## src/rtl/perceptron_layer_sequencer.sv

```systemverilog
// perceptron_layer_sequencer
//   Evaluates one layer of N_NEURONS perceptrons by time-multiplexing a single
//   signed multiply-accumulate over N_INPUTS inputs per neuron. Inputs and
//   coefficients come from external synchronous-read memories (1-cycle latency).
//   Each neuron sum passes through ReLU and leaves on a valid/ready port.
//
// Ports
//   clk, reset        : clock (rising edge), asynchronous active-high reset
//   start             : begin a layer pass (sampled only while not busy)
//   busy, done        : pass in progress / one-cycle pulse after final handshake
//   mem_rd            : read strobe for both memories
//   in_addr           : input index i
//   coef_addr         : coefficient index n*N_INPUTS + i
//   in_data/coef_data : read data, valid the cycle after mem_rd
//   res_valid/ready   : result handshake
//   res_data          : ReLU(neuron sum), res_index: neuron number
module perceptron_layer_sequencer #(
  parameter int N_INPUTS  = 50,
  parameter int N_NEURONS = 10,
  parameter int DATA_W    = 16,
  parameter int ACC_W     = 40,
  localparam int AW = $clog2(N_INPUTS),
  localparam int CW = $clog2(N_INPUTS * N_NEURONS),
  localparam int IW = (N_NEURONS > 1) ? $clog2(N_NEURONS) : 1
) (
  input  logic                     clk,
  input  logic                     reset,
  input  logic                     start,
  output logic                     busy,
  output logic                     done,
  output logic                     mem_rd,
  output logic [AW-1:0]            in_addr,
  output logic [CW-1:0]            coef_addr,
  input  logic signed [DATA_W-1:0] in_data,
  input  logic signed [DATA_W-1:0] coef_data,
  output logic                     res_valid,
  input  logic                     res_ready,
  output logic signed [ACC_W-1:0]  res_data,
  output logic [IW-1:0]            res_index
);

  localparam int PW = 2 * DATA_W;
  localparam logic [AW-1:0] LAST_I = AW'(N_INPUTS - 1);
  localparam logic [IW-1:0] LAST_N = IW'(N_NEURONS - 1);

  typedef enum logic [2:0] {
    S_IDLE,
    S_FETCH,
    S_DRAIN,
    S_ACT,
    S_OUT,
    S_DONE
  } state_t;

  state_t                    state_q;
  logic                      busy_q;
  logic                      done_q;
  logic                      mem_rd_q;
  logic                      rd_pending_q;
  logic                      res_valid_q;
  logic [AW-1:0]             in_addr_q;
  logic [CW-1:0]             coef_addr_q;
  logic [IW-1:0]             n_q;
  logic [IW-1:0]             res_index_q;
  logic signed [ACC_W-1:0]   acc_q;
  logic signed [ACC_W-1:0]   acc_d;
  logic signed [ACC_W-1:0]   res_data_q;
  logic signed [PW-1:0]      in_ext;
  logic signed [PW-1:0]      coef_ext;
  logic signed [PW-1:0]      prod;

  // Operands widened first so the product keeps the full 2*DATA_W signed range.
  always_comb begin
    in_ext   = {{DATA_W{in_data[DATA_W-1]}}, in_data};
    coef_ext = {{DATA_W{coef_data[DATA_W-1]}}, coef_data};
    prod     = in_ext * coef_ext;
    acc_d    = acc_q;
    if (rd_pending_q) begin
      acc_d = acc_q + {{(ACC_W - PW){prod[PW-1]}}, prod};
    end
  end

  always_ff @(posedge clk or posedge reset) begin
    if (reset) begin
      state_q      <= S_IDLE;
      busy_q       <= 1'b0;
      done_q       <= 1'b0;
      mem_rd_q     <= 1'b0;
      rd_pending_q <= 1'b0;
      res_valid_q  <= 1'b0;
      in_addr_q    <= '0;
      coef_addr_q  <= '0;
      n_q          <= '0;
      res_index_q  <= '0;
      acc_q        <= '0;
      res_data_q   <= '0;
    end else begin
      rd_pending_q <= mem_rd_q;
      acc_q        <= acc_d;
      done_q       <= 1'b0;
      case (state_q)
        S_IDLE, S_DONE: begin
          state_q <= S_IDLE;
          busy_q  <= 1'b0;
          if (start) begin
            state_q     <= S_FETCH;
            busy_q      <= 1'b1;
            mem_rd_q    <= 1'b1;
            in_addr_q   <= '0;
            coef_addr_q <= '0;
            n_q         <= '0;
            acc_q       <= '0;
          end
        end
        S_FETCH: begin
          if (in_addr_q == LAST_I) begin
            mem_rd_q <= 1'b0;
            state_q  <= S_DRAIN;
          end else begin
            in_addr_q   <= in_addr_q + AW'(1);
            coef_addr_q <= coef_addr_q + CW'(1);
          end
        end
        S_DRAIN: begin
          state_q <= S_ACT;
        end
        S_ACT: begin
          res_data_q  <= (!acc_q[ACC_W-1] && (acc_q != '0)) ? acc_q : '0;
          res_index_q <= n_q;
          res_valid_q <= 1'b1;
          state_q     <= S_OUT;
        end
        S_OUT: begin
          if (res_ready) begin
            res_valid_q <= 1'b0;
            if (n_q != LAST_N) begin
              // Coefficients of consecutive neurons are contiguous, so the
              // next neuron's base is simply the last address plus one.
              n_q         <= n_q + IW'(1);
              in_addr_q   <= '0;
              coef_addr_q <= coef_addr_q + CW'(1);
              mem_rd_q    <= 1'b1;
              acc_q       <= '0;
              state_q     <= S_FETCH;
            end else begin
              busy_q  <= 1'b0;
              done_q  <= 1'b1;
              state_q <= S_DONE;
            end
          end
        end
        default: begin
          state_q <= S_IDLE;
        end
      endcase
    end
  end

  assign busy      = busy_q;
  assign done      = done_q;
  assign mem_rd    = mem_rd_q;
  assign in_addr   = in_addr_q;
  assign coef_addr = coef_addr_q;
  assign res_valid = res_valid_q;
  assign res_data  = res_data_q;
  assign res_index = res_index_q;

endmodule

```

## config.mk

```make
export PLATFORM = sky130hd
export DESIGN_NAME = perceptron_layer_sequencer
export DESIGN_NICKNAME = d
export VERILOG_FILES = /design/src/rtl/perceptron_layer_sequencer.sv
export SDC_FILE = /design/constraint.sdc
export NUM_CORES = 1
export LEC_CHECK = 0
export CORE_ASPECT_RATIO = 0.9
export CORE_UTILIZATION = 40
export CTS_CLUSTER_DIAMETER = 150
export DETAILED_ROUTE_END_ITERATION = 8
export HOLD_SLACK_MARGIN = 0.06
export PLACE_DENSITY_LB_ADDON = 0.08
export SYNTH_ARGS = -nofsm -noshare
export SYNTH_HDL_FRONTEND = slang
export SYNTH_SLANG_ARGS = --single-unit
```

## constraint.sdc

```tcl
create_clock -name clk -period 7.9 [get_ports clk]
set_clock_uncertainty 0.2 [all_clocks]
set_input_delay 1.185 -clock clk [delete_from_list [all_inputs] [get_ports clk]]
set_output_delay 1.185 -clock clk [all_outputs]
set_load 0.02 [all_outputs]
```

==> results of run 1 <==
[flip-flops by register name, indices dropped and copies added, names as in the netlist]
name          cells
acc_q            40
res_data         40
coef_addr         9
in_addr           6
n_q               4
res_index         4
state_q           3
busy              1
done              1
mem_rd            1
rd_pending_q      1
res_valid         1
[cell families (layout without fill, tap and decap cells)]
| family | Yosys count | after routing |
|---|---|---|
| flops | 111 | 111 |
| compound gates | 288 | 288 |
| simple gates | 532 | 532 |
| mux | 32 | 32 |
| buf+inv | 367 | 765 |
| fa+ha+maj | 391 | 391 |
| xor+xnor | 64 | 64 |
[repair_timing]
action,CTS,global route
buffers inserted,63,23
pin swaps,170,142
gates resized for setup,277,197
setup endpoints to repair,25,20
cloned,2,0
[cell type report]
| type | count | area [sq um] |
|---|---|---|
| fillers | 3744 | 18300 |
| multi-input cells | 1307 | 13500 |
| repair buffers | 440 | 3960 |
| flip-flops and latches | 111 | 2780 |
| inverters | 309 | 1170 |
| well taps | 540 | 676 |
| clock buffers | 9 | 225 |
| clock inverters | 7 | 104 |
[layer usage]
| layer | GRT usage | share of wire | up-vias |
|---|---|---|---|
| li1 | - | - | 6538 |
| met1 | 0.313 | 0.47 | 6866 |
| met2 | 0.354 | 0.48 | 185 |
| met3 | 0.0238 | 0.029 | 48 |
| met4 | 0.0336 | 0.013 | 0 |
| met5 | 0 | 0 | - |
[worst paths after layout]
check                           depth (start not counted)  slack [ns]      endpoint
max in group asynchronous                               3        5.17  rd_pending_q
min in group asynchronous                               2        1.10  res_data[10]
worst max register to register                         15        4.39     acc_q[36]
worst max-delay path                                   31       -0.41     acc_q[39]
worst min register to register                          0        0.25  rd_pending_q
worst min-delay path                                    0        0.25  rd_pending_q
[stage by stage]
step / utilization / area, sq um / setup WS (ns)
CTS: 0.534 / 21700 / -0.503
detailed placement: 0.500 / 20300 / -1.55
floorplan: - / 16800 / -0.500
global route: 0.550 / 22400 / -0.666
finish: 0.550 / 22400 / -0.414
global placement: 0.500 / 20300 / -1.48
[critical path: cells and delay by family]
family	cells	cell delay, ns
and+or+nand+nor	6	0.97
adders and majority gates	8	3.54
AOI/OAI and AO/OA	9	1.97
muxes	1	0.10
buffers and inverters	7	0.63
[cell usage in the layout (no fill, tap or decap), drive strengths merged, types with 4 or more instances in the layout]
cell type	n
buf	365
inv	309
fa	263
nand2	179
and2	129
ha	128
dfrtp	111
nor2	82
a21oi	68
clkdlybuf4s50	67
o21ai	63
xnor2	46
a22o	41
a21o	29
mux2i	27
nand2b	24
nor3	24
nand3	23
xor2	18
clkbuf	15
o21a	13
nand4	11
nor2b	11
nor4	10
o31ai	10
a31oi	9
and3	8
a211oi	8
nand3b	7
or3	7
o21bai	6
o211ai	5
mux2	5
a2111o	4
a211o	4
==> flow_summary.yaml, run 1 <==
routing:
  drc: 0
  drt_wl_total_microns: 44000
  firstDrtPassIters: 5
  drtIter0Drc: 515
  avgViaCountPerCell: 5.01
  wl_per_cell_microns: 16.1
  vias: 13600
  final_antenna_net_count: 0
placement:
  gp_congestion: 0.861
  placed_cells: 2632
  portBuffers: 98
  place_hpwl_microns: 34800
layout:
  finalNetCount: 2605
  drive_gt1_frac: 0.279
  diodes: 0
  area_growth_pct: 35.4
  instances_no_fill: 2723
critical_path:
  crit_slowest_cell: "fa_1"
  path_class: "in2reg"
  cp-start-kind: "input port"
  endpoint_kind: "register"
  crit_fanout: 6
  cp-startpoint: "in_data[8]"
  rr_startpoint: "acc_q[0]"
  critPathMaxStageDelay_ns: 0.56
  arrival_ns: 8.42
  required_ns: 8.00
global_routing:
  track_usage: 0.216
  antenna_found_initial: 0
  grt_pass1_vias: 14500
  grt_pass1_wl_microns: 73800
  grt_max_degree: 59
  grt_overflow: 0
sta:
  slew_headroom: 0.503
  worst_slack_ns: -0.414
  finalCriticalPeriod_ns: 8.31
  max_slew.worst_pin.slew_ns: 0.745
  totalNegativeSetupSlack_ns: -3.64
  finalCritPeriodShare: 1.05
  setup_viol: 12
  fmax_mhz: 120
  rsz0062_at_grt: "true"
  report.final.slew_viol_count: 0
  hold_viol: 0
  holdWs_ns: 0.247
cts:
  htree_levels: 3
  cts-hold-fix-buffers: 0
  cts_tree: "yes"
  cts_inserted_buffers: 9
  path_clk_slew_ns: 0.08
  clock_latency_ns: 0.36
  cts_buffer_depth: 2
  cts_root_buf: "clkbuf_16"
  clock_sinks: 111
run_status:
  status: "finished, violations left"
  violations: "setup timing"
synthesis:
  synth.largest_area_cell: "fa_1"
  synth_seq_cells: 111
  synth_cell_type_count: 66
  synthCells: 1785
  synth_top_flop_cell: "dfrtp_1"
  netlist_area_sq_um: 16500
  yosys.area_share.simple: 0.162
  synth_fa_ha_area_frac: 0.416
  seq_area_frac_synth: 0.168
  synth_top_family_by_area: "adder cells"
  yosysMostFrequentCell: "inv_1"
  syn-num-nets: 2212
  synth_edf_count: 0
  yosysWarnings: 0
  synth_compound_area_frac: 0.117
  synthArstFlopShare: 1.00
  synth_common_cells: "inv_1, fa_1, nand2_1, and2_1, ha_1"
  synth.avg_cell_area_sq_um: 9.26
  synth.area.mux_share: 0.0200
  yosys-top-cells-area: "fa_1, dfrtp_1, ha_1, inv_1, and2_1"
  synth_xor_xnor_area_share: 0.0339
  synth.top_cell.area_share: 0.319
worst_hold_path:
  hp-start: "mem_rd"
  hp-class: "reg2reg"
floorplan:
  dieHeight_microns: 195
  io_pins: 99
  die_w_microns: 216
  dieArea_sq_um: 42100
  fp-row-count: 70
  core_region_area_sq_um: 40600
  start_util: 0.407
job:
  max_cap_viol_count: 0
Power of run 1 is left out: the tool's default activity adds up to more than one toggle a clock period on the data nets, which glitch-free logic cannot reach.
==> inputs of run 2 (changes only) <==
Settings changed: TNS_END_PERCENT set to 10.
==> run 2 against run 1 <==
The flow still finishes with violations (setup timing). Setup slack worse by 0.25 ns. Global-route usage up 0.20 points. Cell area fell by 1.4%. Sequential share of layout area rose by 0.18 points.
==> flow_summary.yaml, run 2 (synthesized netlist as in run 1, its figures left out) <==
layout:
  fill_cells: 3792
  final_cell_mix: "buf_4, inv_1, fa_1, nand2_1, ha_1"
  fin_util: 0.542
  finalNetCount: 2612
  drive_gt1_frac: 0.252
  diodes: 0
  final_common_cell: "buf_4"
  area_growth_pct: 33.4
  instances_no_fill: 2729
placement:
  gp_congestion: 0.863
  placed_cells: 2643
  portBuffers: 98
  place_hpwl_microns: 34800
  pre_cts_ws_ns: -1.54
floorplan:
  fp-row-count: 70
  die_w_microns: 216
  start_util: 0.407
  dieHeight_microns: 195
  core_region_area_sq_um: 40600
  dieArea_sq_um: 42100
  io_pins: 99
routing:
  wl_per_cell_microns: 16.2
  final_antenna_net_count: 0
  vias: 13700
  drtIter0Drc: 648
  drc: 0
  firstDrtPassIters: 5
  drt_wl_total_microns: 44100
  avgViaCountPerCell: 5.00
sta:
  finalCriticalPeriod_ns: 8.57
  report.final.slew_viol_count: 0
  max_slew.worst_pin.slew_ns: 0.907
  rsz0062_at_grt: "true"
  setup_viol: 14
  slew_headroom: 0.395
  fmax_mhz: 117
  holdWs_ns: 0.225
  hold_viol: 0
  worst_slack_ns: -0.667
  finalCritPeriodShare: 1.08
critical_path:
  critPathMaxStageDelay_ns: 0.66
  crit_slowest_cell: "fa_2"
  rr_startpoint: "n_q[1]"
  path_class: "in2reg"
  required_ns: 7.94
  arrival_ns: 8.61
  endpoint_kind: "register"
  cp-start-kind: "input port"
  crit_fanout: 8
  reg2reg_to: "acc_q[39]"
  worstSetupEndpoint: "acc_q[39]"
  cp-startpoint: "in_data[15]"
  r2r_cells: 12
  r2r_slack_ns: 4.51
cts:
  cts_root_buf: "clkbuf_16"
  cts_inserted_buffers: 9
  clock_latency_ns: 0.36
  cts_tree: "yes"
  path_clk_slew_ns: 0.07
  htree_levels: 3
  cts_buffer_depth: 2
  clock_sinks: 111
global_routing:
  grt_pass1_wl_microns: 74000
  grt_max_degree: 59
  track_usage: 0.218
  grt_overflow: 0
  grt_pass1_vias: 14200
  antenna_found_initial: 0
worst_hold_path:
  hp-class: "reg2reg"
  holdPathStages: 0
run_status:
  violations: "setup timing"
  status: "finished, violations left"
job:
  max_cap_viol_count: 0
-- run 2: changes by cell type in the layout (fill, tap and decap cells not counted), moves of 6 or more --
cell     before  now
a21oi_1      41   48
and2_1      101  111
and2_4       28   18
buf_2         1   11
buf_6        46   36
buf_8        11    1
ha_1        107  113
inv_1       280  290
inv_2        25   15
-- run 2: worst min-delay path by stage --
stage | startpoint | to | slack (ns)
after floorplan | mem_rd | rd_pending_q | 0.31
after global placement | mem_rd | rd_pending_q | 0.22
after detailed placement | mem_rd | rd_pending_q | 0.21
after CTS | mem_rd | rd_pending_q | 0.23
after global routing | mem_rd | rd_pending_q | 0.24
final | mem_rd | rd_pending_q | 0.22
-- run 2: what timing repair did --
action	in CTS	in global routing
endpoints found under the setup margin	24	22
hold buffers	0	0
pin swaps	136	53
gates resized for setup	242	70
cloned	9	0
setup buffers	54	11
-- run 2: worst max-delay path: cells and delay by family --
family	cells	cell delay [ns]
and+or+nand+nor	4	0.81
buffers and inverters	5	0.57
AOI/OAI and AO/OA	12	2.19
adders and majority gates	8	3.55
xor gates and xnor gates	1	0.10
muxes	1	0.18
-- run 2: through the flow --
| stage | setup TNS [ns] | instance area [sq um] |
|---|---|---|
| 5_1_grt | -11.29 | 22000 |
| 4_1_cts | -5.26 | 21700 |
| 2_1_floorplan | -3.82 | 16800 |
| 3_3_place_gp | -24.91 | 20400 |
| 3_5_place_dp | -25.69 | 20400 |
| 6_report | -5.89 | 22000 |
-- run 2: cell type report --
| cell class | instances | area, sq um | area share |
|---|---|---|---|
| multi-input combinational | 1307 | 13100 | 0.594 |
| sequential | 111 | 2780 | 0.126 |
| inverter | 309 | 1170 | 0.0531 |
| timing repair buffer | 447 | 4040 | 0.183 |
| clock buffer | 9 | 225 | 0.0102 |
| clock inverter | 6 | 70.1 | 0.00318 |
| tap | 540 | 676 | 0.0307 |
-- run 2: routing by layer --
| layer | share of wire | global-route usage | vias up |
|---|---|---|---|
| li1 | - | - | 6576 |
| met1 | 0.48 | 0.320 | 6896 |
| met2 | 0.49 | 0.357 | 157 |
| met3 | 0.023 | 0.0238 | 25 |
| met4 | 0.0090 | 0.0271 | 0 |
| met5 | 0 | 0 | - |
Power of run 2 is left out for the same reason.
==> inputs of run 3 (changes only) <==
Settings changed: CORE_UTILIZATION 40 to 45.
==> run 3 against run 2 <==
The flow still finishes with violations (setup timing). Die area is 11% lower. Critical endpoint is now acc_q[31]. Critical path type unchanged. First-iteration DRC count is 6.2% lower. Non-clock buffer count is 18 lower.
==> flow_summary.yaml, run 3 (synthesized netlist as in run 1, its figures left out) <==
run_status:
  status: "finished, violations left"
  violations: "setup timing"
routing:
  final_antenna_net_count: 0
  vias: 13700
  firstDrtPassIters: 5
  drtIter0Drc: 608
  avgViaCountPerCell: 5.18
  drt_wl_total_microns: 42500
  drc: 0
  wl_per_cell_microns: 16.1
layout:
  multi_input_area_sq_um: 13100
  fin_util: 0.597
  diodes: 0
  fill_cells: 3207
  final_cell_mix: "inv_1, buf_4, fa_1, nand2_1, and2_1"
  drive_gt1_frac: 0.247
  seq_area_sq_um: 2780
  finalNetCount: 2594
  area_growth_pct: 30.7
cts:
  clock_sinks: 111
  clock_latency_ns: 0.36
  cts_root_buf: "clkbuf_16"
  htree_levels: 3
  cts_tree: "yes"
  cts_inserted_buffers: 9
  cts_buffer_depth: 2
  path_clk_slew_ns: 0.07
critical_path:
  required_ns: 7.95
  critPathMaxStageDelay_ns: 0.56
  rr_startpoint: "acc_q[0]"
  r2r_slack_ns: 4.46
  arrival_ns: 8.54
  reg2reg_to: "acc_q[36]"
  endpoint_kind: "register"
  cp-start-kind: "input port"
  cp_common_cell: "fa_1"
  crit_slowest_cell: "fa_1"
  r2r_cells: 13
  path_class: "in2reg"
  crit_fanout: 4
worst_hold_path:
  holdPathStages: 0
  hp-class: "reg2reg"
  hold_path_end: "rd_pending_q"
  hp-start: "mem_rd"
floorplan:
  start_util: 0.457
  dieHeight_microns: 184
  io_pins: 99
  core_region_area_sq_um: 36200
  fp-row-count: 66
  die_w_microns: 204
  dieArea_sq_um: 37500
global_routing:
  grt_max_degree: 61
  grt_pass1_wl_microns: 70000
  antenna_found_initial: 0
  grt_overflow: 0
  track_usage: 0.232
  grt_pass1_vias: 13900
placement:
  place_hpwl_microns: 33500
  pre_cts_ws_ns: -1.49
  portBuffers: 98
  gp_congestion: 0.858
sta:
  rsz0062_at_grt: "true"
  worst_slack_ns: -0.593
  slew_headroom: 0.301
  fmax_mhz: 118
  report.final.slew_viol_count: 0
  finalCriticalPeriod_ns: 8.49
  setup_viol: 14
  finalCritPeriodShare: 1.08
  max_slew.worst_pin.slew_ns: 1.04
  hold_viol: 0
job:
  max_cap_viol_count: 0
==> run 3: changes by cell type in the layout (fill, tap and decap cells not counted), sizes merged <==
cell	previous run	this run
clkbuf	12	27
bufinv	1	2
clkinv	2	3
clkinvlp	5	2
bufbuf	4	0
dlygate4sd2	3	2
buf	364	339
dlymetal6s2s	0	3
clkdlybuf4s15	6	2
==> run 3: how the worst max path moves through the flow <==
stage,from,endpoint,slack [ns],cells after the start
floorplan,coef_data[6],acc_q[39],-0.50,30
global placement,in_data[11],acc_q[35],-1.42,32
detailed placement,in_data[5],acc_q[39],-1.49,29
CTS,in_data[2],acc_q[37],-0.61,32
global route,in_data[10],acc_q[35],-0.85,34
finish,in_data[10],acc_q[31],-0.59,36
==> run 3: critical path, delay by kind of cell <==
family                     cells  cell delay, ns
adders and majority gates      8            3.66
AOI/OAI and AO/OA             10            1.86
buffers and inverters          9            0.80
and+or+nand+nor                7            0.77
xor gates and xnor gates       1            0.13
muxes                          1            0.11
==> run 3: final cells by class <==
cell class                 count  share of cell area
multi-input combinational   1307               0.606
timing repair buffer         429               0.169
sequential                   111               0.129
inverter                     309              0.0540
tap                          476              0.0276
clock buffer                  11              0.0112
clock inverter                 5             0.00377
==> run 3: metal layers <==
metal,track usage,vias to the layer above,part of all wire
li1,-,6525,-
met1,0.336,6912,0.46
met2,0.383,240,0.49
met3,0.0257,30,0.039
met4,0.0352,0,0.0094
met5,0,-,0
==> run 3: repair_timing <==
action	in CTS	in global routing
hold buffers	0	0
setup endpoints to repair	23	25
buffers inserted	29	28
gates cloned	7	3
resized for setup	145	159
pin swaps	82	91
==> run 3: metrics by stage <==
stage | instances | setup TNS [ns] | area, sq um | hold slack [ns]
after floorplan | 1785 | -3.82 | 16800 | 0.307
after global placement | 2566 | -22.36 | 20200 | 0.222
after detailed placement | 2566 | -24.35 | 20200 | 0.223
after CTS | 2618 | -6.10 | 21100 | 0.241
after global routing | 2648 | -10.92 | 21600 | 0.240
final | 2648 | -5.71 | 21600 | 0.234
Power of run 3 is left out for the same reason.
